### src/rtl/dc_tag_ctrl.sv
//==============================================================================
// Module      : dc_tag_ctrl
// Description : DRAM-cache tag-lookup controller. Sweeps the tag memory to
//               invalid after reset, then serially pops requests from an FWFT
//               request FIFO, reads the tag entry of the addressed set,
//               resolves hit / miss / dirty-victim eviction, updates the tag
//               entry and presents one lookup result downstream.
//               Optional hit/miss statistics counters are built when the
//               macro DC_TAG_CTRL_STATS_EN is defined; otherwise the counter
//               ports are tied to zero.
// Revision    : 1.0 - initial release
//==============================================================================
`timescale 1ns/1ps
`default_nettype none

module dc_tag_ctrl #(
    parameter  int ADDR_WIDTH   = 64,
    parameter  int ID_WIDTH     = 16,
    parameter  int INDEX_WIDTH  = 4,
    parameter  int OFFSET_WIDTH = 6,
    localparam int TAG_WIDTH    = ADDR_WIDTH - INDEX_WIDTH - OFFSET_WIDTH
) (
    input  logic                           clk,
    input  logic                           rst_n,
    // Request FIFO (first-word-fall-through head)
    input  logic                           fifo_empty_i,
    input  logic [ADDR_WIDTH+ID_WIDTH:0]   fifo_data_i,
    output logic                           fifo_read_en_o,
    // Single-port tag memory
    output logic                           tag_rd_en_o,
    output logic                           tag_wr_en_o,
    output logic [INDEX_WIDTH-1:0]         tag_index_o,
    output logic [TAG_WIDTH+1:0]           tag_wdata_o,
    input  logic [TAG_WIDTH+1:0]           tag_rdata_i,
    // Status
    output logic                           init_done_o,
    // Lookup result
    output logic                           resp_valid_o,
    input  logic                           resp_ready_i,
    output logic                           resp_hit_o,
    output logic                           resp_write_o,
    output logic [ID_WIDTH-1:0]            resp_id_o,
    output logic [ADDR_WIDTH-1:0]          resp_addr_o,
    output logic                           resp_evict_o,
    output logic [ADDR_WIDTH-1:0]          resp_victim_addr_o,
    // Statistics
    output logic [31:0]                    hit_cnt_o,
    output logic [31:0]                    miss_cnt_o
);

    localparam logic [1:0] S_INIT    = 2'd0;
    localparam logic [1:0] S_IDLE    = 2'd1;
    localparam logic [1:0] S_COMPARE = 2'd2;
    localparam logic [1:0] S_RESP    = 2'd3;

    localparam logic [INDEX_WIDTH-1:0] INIT_LAST = {INDEX_WIDTH{1'b1}};

    // -------------------------------------------------------------------------
    // Registers
    // -------------------------------------------------------------------------
    logic [1:0]              state_q, state_d;
    logic [INDEX_WIDTH-1:0]  init_cnt_q, init_cnt_d;
    logic                    init_done_q;

    logic                    req_write_q;
    logic [ID_WIDTH-1:0]     req_id_q;
    logic [ADDR_WIDTH-1:0]   req_addr_q;
    logic [INDEX_WIDTH-1:0]  req_index_q;

    logic                    hit_q;
    logic                    evict_q;
    logic [ADDR_WIDTH-1:0]   victim_q;

    // -------------------------------------------------------------------------
    // FIFO head decode and tag compare
    // -------------------------------------------------------------------------
    logic [ADDR_WIDTH-1:0]   fifo_addr;
    logic [ID_WIDTH-1:0]     fifo_id;
    logic                    fifo_write;
    logic [INDEX_WIDTH-1:0]  fifo_index;
    logic                    pop;

    logic                    rd_valid;
    logic                    rd_dirty;
    logic [TAG_WIDTH-1:0]    rd_tag;
    logic [TAG_WIDTH-1:0]    req_tag;
    logic                    lookup_hit;
    logic                    lookup_evict;
    logic [ADDR_WIDTH-1:0]   victim_addr;

    assign fifo_addr  = fifo_data_i[ADDR_WIDTH-1:0];
    assign fifo_id    = fifo_data_i[ADDR_WIDTH +: ID_WIDTH];
    assign fifo_write = fifo_data_i[ADDR_WIDTH+ID_WIDTH];
    assign fifo_index = fifo_addr[OFFSET_WIDTH +: INDEX_WIDTH];

    // A pop is never issued while reset is asserted so the FIFO head is kept.
    assign pop = (state_q == S_IDLE) && !fifo_empty_i && rst_n;

    assign rd_valid = tag_rdata_i[TAG_WIDTH+1];
    assign rd_dirty = tag_rdata_i[TAG_WIDTH];
    assign rd_tag   = tag_rdata_i[TAG_WIDTH-1:0];
    assign req_tag  = req_addr_q[ADDR_WIDTH-1 -: TAG_WIDTH];

    assign lookup_hit   = rd_valid && (rd_tag == req_tag);
    assign lookup_evict = !lookup_hit && rd_valid && rd_dirty;
    assign victim_addr  = {rd_tag, req_index_q, {OFFSET_WIDTH{1'b0}}};

    // -------------------------------------------------------------------------
    // FSM state register
    // -------------------------------------------------------------------------
    always_ff @(posedge clk) begin
        if (!rst_n) begin
            state_q <= S_INIT;
        end else begin
            state_q <= state_d;
        end
    end

    // FSM next-state logic: one request fully serialised through compare/resp
    always_comb begin
        state_d = state_q;
        case (state_q)
            S_INIT:    if (init_cnt_q == INIT_LAST) state_d = S_IDLE;
            S_IDLE:    if (!fifo_empty_i)           state_d = S_COMPARE;
            S_COMPARE:                              state_d = S_RESP;
            S_RESP:    if (resp_ready_i)            state_d = S_IDLE;
            default:                                state_d = S_INIT;
        endcase
    end

    // FSM outputs: tag memory strobes, FIFO pop and result valid
    always_comb begin
        fifo_read_en_o = 1'b0;
        tag_rd_en_o    = 1'b0;
        tag_wr_en_o    = 1'b0;
        tag_index_o    = req_index_q;
        tag_wdata_o    = '0;
        resp_valid_o   = 1'b0;
        case (state_q)
            S_INIT: begin
                // Sweep writes all-zero (invalid) entries; suppressed in reset
                tag_wr_en_o = rst_n;
                tag_index_o = init_cnt_q;
            end
            S_IDLE: begin
                if (pop) begin
                    fifo_read_en_o = 1'b1;
                    tag_rd_en_o    = 1'b1;
                    tag_index_o    = fifo_index;
                end
            end
            S_COMPARE: begin
                if (rst_n) begin
                    if (!lookup_hit) begin
                        // Miss: allocate, dirty only if the request is a write
                        tag_wr_en_o = 1'b1;
                        tag_wdata_o = {1'b1, req_write_q, req_tag};
                    end else if (req_write_q && !rd_dirty) begin
                        // Write hit on a clean line: mark it dirty
                        tag_wr_en_o = 1'b1;
                        tag_wdata_o = {1'b1, 1'b1, req_tag};
                    end
                end
            end
            S_RESP: begin
                resp_valid_o = 1'b1;
            end
            default: begin
                tag_index_o = req_index_q;
            end
        endcase
    end

    // -------------------------------------------------------------------------
    // Init sweep counter
    // -------------------------------------------------------------------------
    always_comb begin
        init_cnt_d = init_cnt_q;
        if (state_q == S_INIT) begin
            init_cnt_d = init_cnt_q + 1'b1;
        end
    end

    // Init counter and done flag; done stays set until the next reset
    always_ff @(posedge clk) begin
        if (!rst_n) begin
            init_cnt_q  <= '0;
            init_done_q <= 1'b0;
        end else begin
            init_cnt_q <= init_cnt_d;
            if ((state_q == S_INIT) && (init_cnt_q == INIT_LAST)) begin
                init_done_q <= 1'b1;
            end
        end
    end

    // Request capture on pop and result capture in compare
    always_ff @(posedge clk) begin
        if (!rst_n) begin
            req_write_q <= 1'b0;
            req_id_q    <= '0;
            req_addr_q  <= '0;
            req_index_q <= '0;
            hit_q       <= 1'b0;
            evict_q     <= 1'b0;
            victim_q    <= '0;
        end else begin
            if (pop) begin
                req_write_q <= fifo_write;
                req_id_q    <= fifo_id;
                req_addr_q  <= fifo_addr;
                req_index_q <= fifo_index;
            end
            if (state_q == S_COMPARE) begin
                hit_q    <= lookup_hit;
                evict_q  <= lookup_evict;
                victim_q <= lookup_evict ? victim_addr : '0;
            end
        end
    end

    assign init_done_o        = init_done_q;
    assign resp_hit_o         = hit_q;
    assign resp_write_o       = req_write_q;
    assign resp_id_o          = req_id_q;
    assign resp_addr_o        = req_addr_q;
    assign resp_evict_o       = evict_q;
    assign resp_victim_addr_o = victim_q;

    // -------------------------------------------------------------------------
    // Optional statistics
    // -------------------------------------------------------------------------
`ifdef DC_TAG_CTRL_STATS_EN
    logic [31:0] hit_cnt_q;
    logic [31:0] miss_cnt_q;

    // Saturating hit/miss counters, one update per compare cycle
    always_ff @(posedge clk) begin
        if (!rst_n) begin
            hit_cnt_q  <= '0;
            miss_cnt_q <= '0;
        end else if (state_q == S_COMPARE) begin
            if (lookup_hit && (hit_cnt_q != 32'hFFFF_FFFF)) begin
                hit_cnt_q <= hit_cnt_q + 32'd1;
            end
            if (!lookup_hit && (miss_cnt_q != 32'hFFFF_FFFF)) begin
                miss_cnt_q <= miss_cnt_q + 32'd1;
            end
        end
    end

    assign hit_cnt_o  = hit_cnt_q;
    assign miss_cnt_o = miss_cnt_q;
`else
    assign hit_cnt_o  = 32'd0;
    assign miss_cnt_o = 32'd0;
`endif

endmodule

`default_nettype wire

### config.mk
export PLATFORM = sky130hd
export DESIGN_NAME = dc_tag_ctrl
export DESIGN_NICKNAME = d
export VERILOG_FILES = /design/src/rtl/dc_tag_ctrl.sv
export SDC_FILE = /design/constraint.sdc
export NUM_CORES = 1
export LEC_CHECK = 0
export ABC_AREA = 1
export BUFFER_PORTS_ARGS = -buffer_cell sky130_fd_sc_hd__buf_2
export CORE_AREA = 2 2 161 163
export DETAILED_ROUTE_END_ITERATION = 6
export DIE_AREA = 0 0 163 165
export PLACE_DENSITY = 0.54
export RECOVER_POWER = 50
export SLEW_MARGIN = 40
export SYNTH_ARGS = -nofsm -noshare
export SYNTH_HDL_FRONTEND = slang
export SYNTH_SLANG_ARGS = --single-unit
export TNS_END_PERCENT = 5
### constraint.sdc
create_clock -name clk -period 3.4 [get_ports clk]
set_input_delay 0.34 -clock clk [delete_from_list [all_inputs] [get_ports clk]]
set_output_delay 0.34 -clock clk [all_outputs]
set_load 0.05 [all_outputs]
Word level (Yosys, flattened, before mapping)
Cells that the tools add are included.
{"block": "op_classes", "n_mux": 18, "addsub": 1, "reduce_logical": 12, "eq_ne": 8}
{"op": "$mux 56", "n": 4}
{"op": "$mux 64", "n": 1}
{"op": "$eq 54x54->1", "n": 1}
{"op": "$pmux 2 s4", "n": 1}
{"op": "$pmux 4 s2", "n": 1}
{"op": "$logic_and 1x1->1", "n": 7}
{"op": "$mux 1", "n": 6}
{"op": "$mux 2", "n": 3}
{"op": "$ne 2x2->1 const B", "n": 3}
{"op": "$add 4x1->4 const B", "n": 1}
{"op": "$eq 2x2->1 const B", "n": 2}
{"op": "$eq 4x4->1 const B", "n": 1}
{"op": "$mux 4", "n": 1}
{"op": "$logic_not 1->1", "n": 3}
{"op": "$reduce_and 3->1", "n": 1}
{"op": "$eq 2x1->1 const B", "n": 1}
{"op": "$logic_not 2->1", "n": 1}
{"op": "$pmux 1 s2", "n": 1}
{"block": "totals", "word_cells": 49, "regBits": 158, "out_inout_bits": 276, "input_bits": 141}

Depth between registers and ports, before layout
{"block": "logic_depth", "word_depth": 6, "depth_mapped": 13, "mapped_depth_nobuf": 12}

Worst setup path after synthesis
Ideal clock, no wire load.
{"block": "synth_timing", "path_type": "flip-flop to output port", "start": "reg state_q[1]", "end": "out tag_index_o[2]", "path_stages_with_launch": 11, "path_buffers": 0, "arrival_ps": 2403, "path_slack_ps": 657, "required_ps": 3060, "cell_sequence": "dfxtp_1 -> inv_1 -> ha_1 -> inv_2 -> nor2_1 -> clkinv_1 -> nor2_2 -> nand2_1 -> o21ai_0 -> inv_1 -> o21ai_0"}
{"block": "synth_via", "elab_chain_len": 5, "word_cells_on_any_way": 6, "classes_between": "eq/ne (1); mux (2); reduce/logical (3)"}
{"element": "start, declared", "line_no": "61", "rtl": "logic [1:0] state_q, state_d;"}
{"element": "start signal, assigned", "line_no": "115", "rtl": "state_q <= state_d;"}
{"element": "$eq 2x1->1", "line_no": "97, 139"}
{"element": "$logic_and 1x1->1 (2 in a row)", "line_no": "97", "rtl": "assign pop = (state_q == S_IDLE) && !fifo_empty_i && rst_n;"}
{"element": "$mux 4", "line_no": "146", "rtl": "if (pop) begin"}
{"element": "$pmux 4 s2 (*)", "line_no": "139", "rtl": "case (state_q)"}
{"element": "end, declared", "line_no": "32", "rtl": "output logic [INDEX_WIDTH-1:0] tag_index_o,"}
Mark *: on every way between the ends. The rest lies on a longest branch, timed or not.

Worst setup path after layout
Ends and elaborated chain as after synthesis.

==> key figures <==
Status
  – Status: finished, final reports clean

Power
  – Clock power share: 30.0%
  – Power share of the combinational group: 36.4%
  – Power Total: approximately 6.4 mW
  – P_sw: approximately 2.8 mW
  – Power per Cell Area: 669 nW/um2
  – Worst vdd ir: 297 uV
  – P_int: 3.57 mW
  – Leakage power: 4.57 nW
  – Sequential power share: between 30% and 40%
  – Switching share of total power: 44.1%

Setup path
  – Critical Path RT: 3.06 ns
  – Crit start category: register
  – Worst path buffer plus inverter count: 6
  – Worst reg2reg path depth: 8
  – Crit path DAT: 2.61 ns
  – Crit path max-delay family: buffers and inverters
  – Critical path depth: 12
  – Setup crit end kind: output pin
  – Worst Path Max Fanout: 16
  – CP max-delay cell: dfxtp_1
  – Cells along the critical path: inv_1, ha_1, inv_1, nor2_1, clkinv_1, nor2_4, buf_4, nand2_1, o21ai_0, inv_1, o21ai_0, buf_2
  – Worst path max stage delay: 0.34 ns
  – Critical path type: reg2out
  – Crit path top cell by count: inv_1

Logic synthesis
  – Syn Std Cell Area: about 7400 um2
  – Netlist cell types: 25
  – Seq cells post-synth: 152
  – Post-synthesis sequential area ratio: 41.3%
  – YS warnings: 0
  – Post-synth top area share: 41.3%
  – Synth top area cells: dfxtp_1 41%, nand2_1 15%, buf_4 7.6%
  – Number of synthesized flops with an enable pin: 0
  – Mean Syn Cell Area: about 6.7 um2
  – Async S/R FF share, synth: 0%
  – Most used DFF post-synth: dfxtp_1
  – Cell count after synthesis: 1104
  – Top cell type by total area after synthesis: dfxtp_1

Die
  – Core Region: 25000 um2
  – Die height: 165 um
  – Initial Util: 29.5%
  – Number of placement rows: 58
  – Die W: around 160 um
  – Die area: 26900 um2
  – IO Count: between 400 and 500

Placed design
  – HPWL Detailed: 19.3 mm
  – Placer Congestion: between 0.8 and 0.9
  – Placed cells: 1735
  – IO Port Bufs: around 350

Clock tree
  – Clock latency on the worst-skew pair: 0.42 ns
  – # clock sinks: 152
  – Setup bufs post-CTS: 0
  – Hold_buf cts: 0
  – Inserted Clock Buffers: 17
  – Post-CTS Resized: 0
  – CTS tree: done
  – Worst-path clk slew: 0.07 ns
  – H-tree Lvls: 4
  – Clk root buf: clkbuf_16
  – CTS Buffer Depth: 2

Timing
  – Worst Tran Pin Value: 1.29 ns
  – Setup violators final: 0
  – Slew HR: 14.1%
  – Setup TNS: 0 ns
  – Slew Limit Fails: 0
  – RSZ-0062 raised after global routing: no
  – Fmax: 339 MHz
  – Crit path time final: 2.95 ns
  – Final Hold Viols: 0
  – Final period util: 86.7%
  – Setup Skew: 0.0116 ns

GRT
  – Congestion Overflow GR: 0
  – Total Routing Usage GR: between 10% and 20%
  – Antenna violations before repair: 1
  – First-pass GRT wire length: 39.0 mm
  – Largest net degree at the start of global routing: 61
  – Vias in the first global route: 7020

Final layout
  – Number of non-filler instances in the completed layout: 1768
  – Layout area overhead: 29.2%
  – Fraction of layout cells with a size suffix above 1: 18.3%
  – Most frequent cells in the layout: 296 x nand2_1, 203 x buf_2, 152 x dfxtp_1
  – Finished Core Util: 38.1%
  – Nets: 1571
  – Most common cell after layout, fill and taps aside: nand2_1

Worst hold path
  – Hold path cells: 3
  – HP Class: in2reg

Drt
  – Iteration-0 DRC count of the detailed router: 434
  – Final ANT Viol Nets: 0
  – Final wirelength: 26.1 mm
  – Post-route DRC: 0
  – Routed vias: a little under 8000
  – First-pass detailed-route iteration total: 5
  – Routed vias/inst: 4.36
  – Post-DR wirelength/cell: ~15 um

Flow run
  – Max Cap Viol: 0
[worst paths after layout]
check	to	slack, ns	start
worst min-delay path	resp_id_o[10]	0.11	fifo_data_i[74]
worst max register to register	resp_addr_o[63]	0.69	state_q[1]
worst min register to register	resp_victim_addr_o[39]	0.46	resp_victim_addr_o[39]
worst max-delay path	tag_index_o[2]	0.45	state_q[1]
[flip-flops by register name, summed over array words and instances (netlist names)]
register and cells:
resp_addr_o 64, resp_id_o 16, resp_evict_o 1, init_done_o 1, init_cnt_q 4, req_index_q 4
resp_write_o 1, resp_hit_o 1, resp_victim_addr_o 58, state_q 2
[logic make-up (layout without fill, tap and decap cells)]
family                   after synthesis  after routing  share of synthesized area [%]
AO/OA/AOI/OAI                        167            167                           11.6
XOR/XNOR                              10             10                           1.19
adder cells (fa/ha/maj)                6              6                           1.02
buffers and inverters                275            539                           18.1
flip-flops                           152            152                           41.3
other                                  1             71                         0.0509
AND/OR/NAND/NOR                      493            493                           26.8
[metrics by stage]
stage	area [um2]	setup WS (ns)	hold slack, ns
final	9530	0.451	0.108
after CTS	9710	0.405	0.0799
after global placement	9130	0.848	0.449
after detailed placement	9130	0.711	0.452
after floorplan	7630	0.657	0.443
after global routing	9530	0.137	0.0808
[routing by layer]
metal	GRT usage (%)	vias to the layer above	wire length (um)	part of all wire (%)
met4	6.44	0	597	2.3
met5	0	-	0	0
li1	-	3909	-	-
met2	32.3	286	12900	50
met3	3.49	32	1430	5.5
met1	23.4	3478	11200	43
[synthesized netlist by cell type (3+ instances only)]
cell and number:
nand2_1 298, nor2_2 3, clkbuf_1 35, dfxtp_1 152
buf_4 75, buf_1 4, nand3_1 88, nor2_1 100
inv_2 11, ha_1 6, xnor2_1 9, a21oi_1 96
buf_2 12, inv_1 135, o21ai_0 66
[worst register-to-register path, cell delays in order, from the launching register on]
cell and delay [ns]:
dfxtp_1 0.37, inv_1 0.09, ha_1 0.21, inv_1 0.14, nor2_1 0.06, clkinv_1 0.08
buf_4 0.56, nand2_1 0.72, o21ai_0 0.38
[power by group through the flow]
stage	clock [mW]	sequential (mW)	combinational [mW]
detailed placement	0	2.17	2.39
global route	2.06	2.17	2.53
finish	1.92	2.14	2.32
CTS	1.99	2.13	2.40
floorplan	0	2.75	1.23
global placement	0	2.16	2.38
[layout make-up]
type	instances	area [um2]
Clock inverter	13	144
Clock buffer	19	443
Timing Repair Buffer	359	1660
Fill cell	2814	15500
Antenna cell	1	2.50
Inverter	148	557
Sequential cell	152	3040
Multi-Input combinational cell	746	3270
Tap cell	330	413
Power figures use the tool's default switching activity.
